### src/rtl/ucsbece154b_branch_resolve_if.sv
// ucsbece154b_branch_resolve_if: fetch metadata, hazard controls, E-stage outcome and predictor update bus
interface ucsbece154b_branch_resolve_if #(
  parameter int NUM_BTB_ENTRIES = 32,
  parameter int NUM_GHR_BITS = 5
);
  localparam int BW = $clog2(NUM_BTB_ENTRIES);
  logic [31:0] pc_i;
  logic BranchTaken_i;
  logic [31:0] BTBtarget_i;
  logic [NUM_GHR_BITS-1:0] PHTreadaddress_i;
  logic StallD_i;
  logic FlushD_i;
  logic FlushE_i;
  logic [6:0] op_i;
  logic BranchCond_i;
  logic [31:0] TargetE_i;
  logic PHTwe_o;
  logic PHTincrement_o;
  logic [NUM_GHR_BITS-1:0] PHTwriteaddress_o;
  logic BTB_we_o;
  logic [BW-1:0] BTBwriteaddress_o;
  logic [31:0] BTBwritedata_o;
  logic GHRreset_o;
  logic Mispredict_o;
  logic [31:0] PCredirect_o;
  modport master (
    output pc_i, BranchTaken_i, BTBtarget_i, PHTreadaddress_i, StallD_i, FlushD_i, FlushE_i,
           op_i, BranchCond_i, TargetE_i,
    input  PHTwe_o, PHTincrement_o, PHTwriteaddress_o, BTB_we_o, BTBwriteaddress_o,
           BTBwritedata_o, GHRreset_o, Mispredict_o, PCredirect_o
  );
  modport slave (
    input  pc_i, BranchTaken_i, BTBtarget_i, PHTreadaddress_i, StallD_i, FlushD_i, FlushE_i,
           op_i, BranchCond_i, TargetE_i,
    output PHTwe_o, PHTincrement_o, PHTwriteaddress_o, BTB_we_o, BTBwriteaddress_o,
           BTBwritedata_o, GHRreset_o, Mispredict_o, PCredirect_o
  );
endinterface

### src/rtl/ucsbece154b_branch_resolve.sv
// ucsbece154b_branch_resolve: E-stage prediction check and predictor update; BRANCH_RESOLVE_STATS_EN adds branch/mispredict counters
module ucsbece154b_branch_resolve #(
  parameter int NUM_BTB_ENTRIES = 32,
  parameter int NUM_GHR_BITS = 5
) (
  input logic clk,
  input logic reset_i,
  ucsbece154b_branch_resolve_if.slave bus
`ifdef BRANCH_RESOLVE_STATS_EN
  ,
  output logic [31:0] NumBranches_o,
  output logic [31:0] NumMispredicts_o
`endif
);
  localparam int BW = $clog2(NUM_BTB_ENTRIES);
  typedef struct packed {
    logic v;
    logic [31:0] pc;
    logic tk;
    logic [31:0] tgt;
    logic [NUM_GHR_BITS-1:0] idx;
  } shadow_t;
  shadow_t d_q, d_d, e_q, e_d;
  logic act, is_br, is_j, cti, act_taken, tgt_diff, mis;
  always_comb begin
    d_d = bus.StallD_i ? d_q : {1'b1, bus.pc_i, bus.BranchTaken_i, bus.BTBtarget_i, bus.PHTreadaddress_i};
    d_d.v = d_d.v & ~bus.FlushD_i;
    e_d = d_q;
    e_d.v = d_q.v & ~bus.FlushE_i;
  end
  always_ff @(posedge clk) begin
    if (reset_i) begin
      d_q <= '0;
      e_q <= '0;
    end else begin
      d_q <= d_d;
      e_q <= e_d;
    end
  end
  // every output is gated by act so bubbles and the reset cycle issue no writes
  always_comb begin
    act = e_q.v & ~reset_i;
    is_br = bus.op_i == 7'b1100011;
    is_j = (bus.op_i == 7'b1101111) | (bus.op_i == 7'b1100111);
    cti = is_br | is_j;
    act_taken = is_br ? bus.BranchCond_i : is_j;
    tgt_diff = bus.TargetE_i != e_q.tgt;
    mis = act & ((act_taken != e_q.tk) | (act_taken & tgt_diff));
    bus.Mispredict_o = mis;
    bus.PCredirect_o = !act ? 32'd0 : act_taken ? bus.TargetE_i : e_q.pc + 32'd4;
    bus.PHTwe_o = act & is_br;
    bus.PHTincrement_o = act & act_taken;
    bus.PHTwriteaddress_o = act ? e_q.idx : '0;
    bus.BTB_we_o = act & cti & act_taken & (~e_q.tk | tgt_diff);
    bus.BTBwriteaddress_o = act ? e_q.pc[BW+1:2] : '0;
    bus.BTBwritedata_o = act ? bus.TargetE_i : 32'd0;
    bus.GHRreset_o = mis & is_br;
  end
`ifdef BRANCH_RESOLVE_STATS_EN
  logic [31:0] nb_q, nb_d, nm_q, nm_d;
  always_comb begin
    nb_d = (act & cti & (nb_q != 32'hFFFFFFFF)) ? nb_q + 32'd1 : nb_q;
    nm_d = (mis & (nm_q != 32'hFFFFFFFF)) ? nm_q + 32'd1 : nm_q;
  end
  always_ff @(posedge clk) begin
    if (reset_i) begin
      nb_q <= '0;
      nm_q <= '0;
    end else begin
      nb_q <= nb_d;
      nm_q <= nm_d;
    end
  end
  assign NumBranches_o = nb_q;
  assign NumMispredicts_o = nm_q;
`endif
endmodule

### src/flat_wrapper.sv
// flat-port wrapper written by rule: the top's interface ports become plain ports
module ucsbece154b_branch_resolve_flat 
#(
  parameter int NUM_BTB_ENTRIES = 32,
  parameter int NUM_GHR_BITS = 5
)
  (clk, reset_i, bus_pc_i, bus_BranchTaken_i, bus_BTBtarget_i, bus_PHTreadaddress_i, bus_StallD_i, bus_FlushD_i, bus_FlushE_i, bus_op_i, bus_BranchCond_i, bus_TargetE_i, bus_PHTwe_o, bus_PHTincrement_o, bus_PHTwriteaddress_o, bus_BTB_we_o, bus_BTBwriteaddress_o, bus_BTBwritedata_o, bus_GHRreset_o, bus_Mispredict_o, bus_PCredirect_o);
  ucsbece154b_branch_resolve_if #(.NUM_BTB_ENTRIES(NUM_BTB_ENTRIES), .NUM_GHR_BITS(NUM_GHR_BITS)) bus_i ();
  input logic clk;
  input logic reset_i;
  input wire logic [$bits(bus_i.pc_i)-1:0] bus_pc_i;
  input wire logic [$bits(bus_i.BranchTaken_i)-1:0] bus_BranchTaken_i;
  input wire logic [$bits(bus_i.BTBtarget_i)-1:0] bus_BTBtarget_i;
  input wire logic [$bits(bus_i.PHTreadaddress_i)-1:0] bus_PHTreadaddress_i;
  input wire logic [$bits(bus_i.StallD_i)-1:0] bus_StallD_i;
  input wire logic [$bits(bus_i.FlushD_i)-1:0] bus_FlushD_i;
  input wire logic [$bits(bus_i.FlushE_i)-1:0] bus_FlushE_i;
  input wire logic [$bits(bus_i.op_i)-1:0] bus_op_i;
  input wire logic [$bits(bus_i.BranchCond_i)-1:0] bus_BranchCond_i;
  input wire logic [$bits(bus_i.TargetE_i)-1:0] bus_TargetE_i;
  output wire logic [$bits(bus_i.PHTwe_o)-1:0] bus_PHTwe_o;
  output wire logic [$bits(bus_i.PHTincrement_o)-1:0] bus_PHTincrement_o;
  output wire logic [$bits(bus_i.PHTwriteaddress_o)-1:0] bus_PHTwriteaddress_o;
  output wire logic [$bits(bus_i.BTB_we_o)-1:0] bus_BTB_we_o;
  output wire logic [$bits(bus_i.BTBwriteaddress_o)-1:0] bus_BTBwriteaddress_o;
  output wire logic [$bits(bus_i.BTBwritedata_o)-1:0] bus_BTBwritedata_o;
  output wire logic [$bits(bus_i.GHRreset_o)-1:0] bus_GHRreset_o;
  output wire logic [$bits(bus_i.Mispredict_o)-1:0] bus_Mispredict_o;
  output wire logic [$bits(bus_i.PCredirect_o)-1:0] bus_PCredirect_o;
  assign bus_i.pc_i = bus_pc_i;
  assign bus_i.BranchTaken_i = bus_BranchTaken_i;
  assign bus_i.BTBtarget_i = bus_BTBtarget_i;
  assign bus_i.PHTreadaddress_i = bus_PHTreadaddress_i;
  assign bus_i.StallD_i = bus_StallD_i;
  assign bus_i.FlushD_i = bus_FlushD_i;
  assign bus_i.FlushE_i = bus_FlushE_i;
  assign bus_i.op_i = bus_op_i;
  assign bus_i.BranchCond_i = bus_BranchCond_i;
  assign bus_i.TargetE_i = bus_TargetE_i;
  assign bus_PHTwe_o = bus_i.PHTwe_o;
  assign bus_PHTincrement_o = bus_i.PHTincrement_o;
  assign bus_PHTwriteaddress_o = bus_i.PHTwriteaddress_o;
  assign bus_BTB_we_o = bus_i.BTB_we_o;
  assign bus_BTBwriteaddress_o = bus_i.BTBwriteaddress_o;
  assign bus_BTBwritedata_o = bus_i.BTBwritedata_o;
  assign bus_GHRreset_o = bus_i.GHRreset_o;
  assign bus_Mispredict_o = bus_i.Mispredict_o;
  assign bus_PCredirect_o = bus_i.PCredirect_o;
  ucsbece154b_branch_resolve #(.NUM_BTB_ENTRIES(NUM_BTB_ENTRIES), .NUM_GHR_BITS(NUM_GHR_BITS)) u_core (.clk(clk), .reset_i(reset_i), .bus(bus_i));
endmodule
### config.mk
export PLATFORM = sky130hd
export DESIGN_NAME = ucsbece154b_branch_resolve_flat
export DESIGN_NICKNAME = d
export VERILOG_FILES = /design/src/rtl/ucsbece154b_branch_resolve_if.sv /design/src/rtl/ucsbece154b_branch_resolve.sv /design/src/flat_wrapper.sv
export SDC_FILE = /design/constraint.sdc
export NUM_CORES = 1
export LEC_CHECK = 0
export BUFFER_PORTS_ARGS = -buffer_cell sky130_fd_sc_hd__buf_2
export CORE_ASPECT_RATIO = 0.75
export CORE_MARGIN = 2
export CORE_UTILIZATION = 36
export DETAILED_ROUTE_END_ITERATION = 10
export GPL_ROUTABILITY_DRIVEN = 0
export PLACE_DENSITY_LB_ADDON = 0.15
export RECOVER_POWER = 100
export REMOVE_ABC_BUFFERS = 1
export SETUP_SLACK_MARGIN = 0.5
export SYNTH_ARGS = -nofsm -noshare
export SYNTH_HDL_FRONTEND = slang
export SYNTH_SLANG_ARGS = --single-unit
### constraint.sdc
create_clock -name clk -period 5.85 [get_ports clk]
set_input_delay 1.17 -clock clk [delete_from_list [all_inputs] [get_ports clk]]
set_output_delay 1.17 -clock clk [all_outputs]
set_load 0.005 [all_outputs]
== Word-level counts from Yosys, hierarchy flattened ==
Index checks and enable logic that the tools add are counted.
Word-level totals
  bits in registers: 142
  word-level logic and storage cells: 42
  output and inout port bits: 79
  input bits: 115
Operators by class
  bitwise operators: 19
  multiplexer cells: 7
  equal/unequal tests: 5
  add/subtract/negate cells: 1
Operator list (count)
  32-bit 2-to-1 mux: 3
  71-bit 2-to-1 mux: 1
  32-bit by 3-bit adder with 32-bit output (second input constant): 1
  32-bit inequality test: 1
  7-bit equality test (second input constant): 3
  1-bit bitwise AND: 11
  5-bit 2-to-1 mux: 2
  1-bit inverter: 4
  1-bit bitwise OR: 4
  1-bit 2-to-1 mux: 1
  1-bit inequality test: 1

== Longest topological paths before layout ==
  depth after elaboration: 7
  depth in mapped cells: 7

== Worst setup path before layout ==
No wires, ideal clock.
  kind: input port to output port
  start point: input bus_op_i[1]
  end point: output bus_PCredirect_o[10]
  path buffers: 2
  slack: 2351 ps
  stages on the path: 6
  data required time: 4680 ps
  arrival: 2329 ps
  path through: nand4_1 -> or2_2 -> o21bai_1 -> clkbuf_1 -> clkbuf_1 -> a211oi_1
Between the ends
  cells in the longest elaborated chain, start to end: 5
  elaborated cells between the ends (all ways): 7
RTL lines
  start, declared: line flat_wrapper.sv:18  | input wire logic [$bits(bus_i.op_i)-1:0] bus_op_i;
  7-bit equality test: line ucsbece154b_branch_resolve.sv:44  | is_j = (bus.op_i == 7'b1101111) | (bus.op_i == 7'b1100111);
  1-bit bitwise OR: line ucsbece154b_branch_resolve.sv:44
  1-bit 2-to-1 mux (*): line ucsbece154b_branch_resolve.sv:46  | act_taken = is_br ? bus.BranchCond_i : is_j;
  32-bit 2-to-1 mux (*) (2 in a row): line ucsbece154b_branch_resolve.sv:50  | bus.PCredirect_o = !act ? 32'd0 : act_taken ? bus.TargetE_i : e_q.pc + 32'd4;
  end, declared: line flat_wrapper.sv:29  | output wire logic [$bits(bus_i.PCredirect_o)-1:0] bus_PCredirect_o;
Mark *: on every way between the ends. The rest lies on a longest branch, timed or not.

== Worst setup path in the final report ==
  start point: input bus_BranchCond_i
  end point: output bus_PCredirect_o[24]
Between the ends
  cells in the longest elaborated chain, start to end: 3
RTL lines
  start, declared: line flat_wrapper.sv:19  | input wire logic [$bits(bus_i.BranchCond_i)-1:0] bus_BranchCond_i;
  1-bit 2-to-1 mux: line ucsbece154b_branch_resolve.sv:46
  32-bit 2-to-1 mux (2 in a row): line ucsbece154b_branch_resolve.sv:50
Every way passes these cells.

==> out/results.ini <==
[outcome]
violations=capacitance limit, slew limit
status=finished, violations left

[sta]
worst_pin_slew_ns=3.51
tns_ns=0
fin_crit_sh_pct=83.3
finalSetupViolCount=0
slew_headroom_pct=-134
finalHoldViolations=0
holdWs_ns=0.447
fmax_ghz=0.205
skew_ns=0.00651
rsz0062_at_grt=no
drv_slew=165
period_minus_slack_ns=4.87

[clock_network]
cts.hold.buffers_added=0
h-tree-depth=4
root_buffer=clkbuf_16
cts_buffers=17
clockBufferDepth=2
clkSinkCount=142
cts_tree=done
insertion_delay_ns=0.42
clk_transition_reported_paths_ns=0.06
postCtsSetupRepairBufs=0
cts.repair.resized=0

[floorplan]
fp.dieW_um=154
rows=40
die_h_um=116
core_mm2=0.0162
die_area_mm2=0.0179
initial_core_util_pct=37.3
pin_count=194

[synth]
syn_area_per_cell_um2=9.39
netlist_instances=644
synth-simple-area-share_pct=24.3
synthDistinctLibCells=31
synthAdderAreaFrac_pct=0.207
synth_mux_area_share_pct=11.6
yosysSeqAreaShare_pct=47.0
syn_area_mm2=0.00605
async_flop_share_pct=0
yosysWarnings=0
synth_xor_area_share_pct=8.69
synth_edf_count=0
synth-compound-area-share_pct=5.30
synth_top_family_by_area=simple AND/OR/NAND/NOR gates
ys_seq_elements=142
synthFlopType=dfxtp_1

[final_layout]
diodes=0
final_cell_mix=142 x dfxtp_1, 141 x buf_2, 93 x nor2_1
area_growth_pct=27.1
fin_nets=935
layout-drive-gt1-share_pct=23.2
layout_commonest_cell=dfxtp_1
stdcell_area_mm2=0.00769

[detailed_routing]
wl_per_cell_um=15.4
ant_nets=0
vias_per_cell=4.73
wirelength_mm=16.0
first_pass_iters=4
first_iter_violations=242
drc=0
num_vias=4911

[place]
dp_hpwl_mm=11.5
io_buffers=193
placed_area_mm2=0.00716

[global_routing]
overflow=0
grt_max_degree=85
grt_pass1_vias=4616
grt_pass1_wl_mm=24.5
antenna_found_initial=0
grtUsageTotal_pct=17.9

[power_and_ir_drop]
power_density_mw_per_mm2=300
seq_power_share_pct=45.1
internal-power_w=0.00179
swShare_pct=22.5
power_w=0.00231
ir_drop_mv=0.142
switching_power_w=0.000518
p_leak_nw=3.35
clkPwrFrac_pct=47.2
comb_power_share_pct=7.7

[worst_hold_path]
hp-class=flop to flop

[setup_path]
critPathKind=input pin to primary output
setup.worst_path.end_class=primary output
cp.arrival_ns=3.70
crit_fanout=38
worst-endpoint-required_ns=4.68
cp-start-kind=input pin

[run]
cap_violations=3

-- power by group through the flow --
stage	Clock (W)	Combinational [W]	Sequential, W
4_1_cts	0.00112	0.000176	0.00104
3_3_place_gp	0	0.000172	0.00106
6_report	0.00109	0.000177	0.00104
2_1_floorplan	0	0.0000802	0.00105
5_1_grt	0.00116	0.000196	0.00105
3_5_place_dp	0	0.000175	0.00106
-- cells in the mapped netlist (4+ instances only) --
master	n	area (um2)
clkbuf_1	25	93.8
nand2_1	17	63.8
inv_1	4	15.0
xnor2_1	17	149
and2_1	42	263
nor3_1	8	40.0
nor2b_1	72	450
a21oi_1	20	100
o21ai_0	19	95.1
xor2_1	43	377
nor2_1	93	349
nand4_1	12	75.1
buf_1	14	52.6
mux2i_1	70	701
nand3_1	7	35.0
dfxtp_1	142	2840
nor4_1	10	62.6
a211oi_1	11	82.6
-- through the flow --
stage / util [%] / setup slack (ns) / std cells
after floorplan: - / 0.823 / 604
after global placement: 44.2 / 1.32 / 1010
after detailed placement: 44.2 / 1.26 / 1010
after CTS: 47.8 / 1.25 / 1039
after global routing: 47.4 / 0.701 / 1039
final: 47.4 / 0.977 / 1039
-- layout make-up --
class,count,area [um2]
clock inverter,10,140
timing repair buffer,196,931
clock buffer,19,453
multi-input combinational,458,3040
tap,210,263
sequential,142,2840
inverter,4,15.0
fill,1640,8530
-- flip-flops by register name (all words and copies together) (netlist names) --
| register | cells |
|---|---|
| u_core.d_q | 71 |
| u_core.e_q | 71 |
-- per-layer routing --
| metal | up-vias | wire length, um | GRT usage [%] |
|---|---|---|---|
| met5 | - | 0 | 0 |
| met4 | 0 | 223 | 6.48 |
| met3 | 16 | 1080 | 4.94 |
| met2 | 154 | 6980 | 27.6 |
| met1 | 2266 | 7750 | 24.3 |
| li1 | 2475 | - | - |
-- logic make-up (layout without fill, tap and decap cells) --
kind of cell    after synthesis  in the layout
simple gates                273            273
flops                       142            142
mux                          70             70
xor+xnor                     60             60
compound gates               54             54
buf+inv                      44            229
fa+ha+maj                     1              1
-- critical path, stage by stage --
cell	delay, ns
buf_2	0.09
nor2b_1	0.14
o21bai_2	1.13
buf_4	0.48
o21ai_0	0.19
a21oi_1	0.31
clkbuf_2	0.16
-- final timing paths --
check                           slack (ns)              endpoint  cells past startpoint             start
worst min register to register        0.45        u_core.e_q[70]                      2    u_core.d_q[70]
worst max-delay path                  0.98  bus_PCredirect_o[24]                      7  bus_BranchCond_i
worst min-delay path                  0.45        u_core.e_q[70]                      2    u_core.d_q[70]
worst max register to register        5.07        u_core.d_q[19]                      2    u_core.d_q[19]
Power figures use the tool's default switching activity.
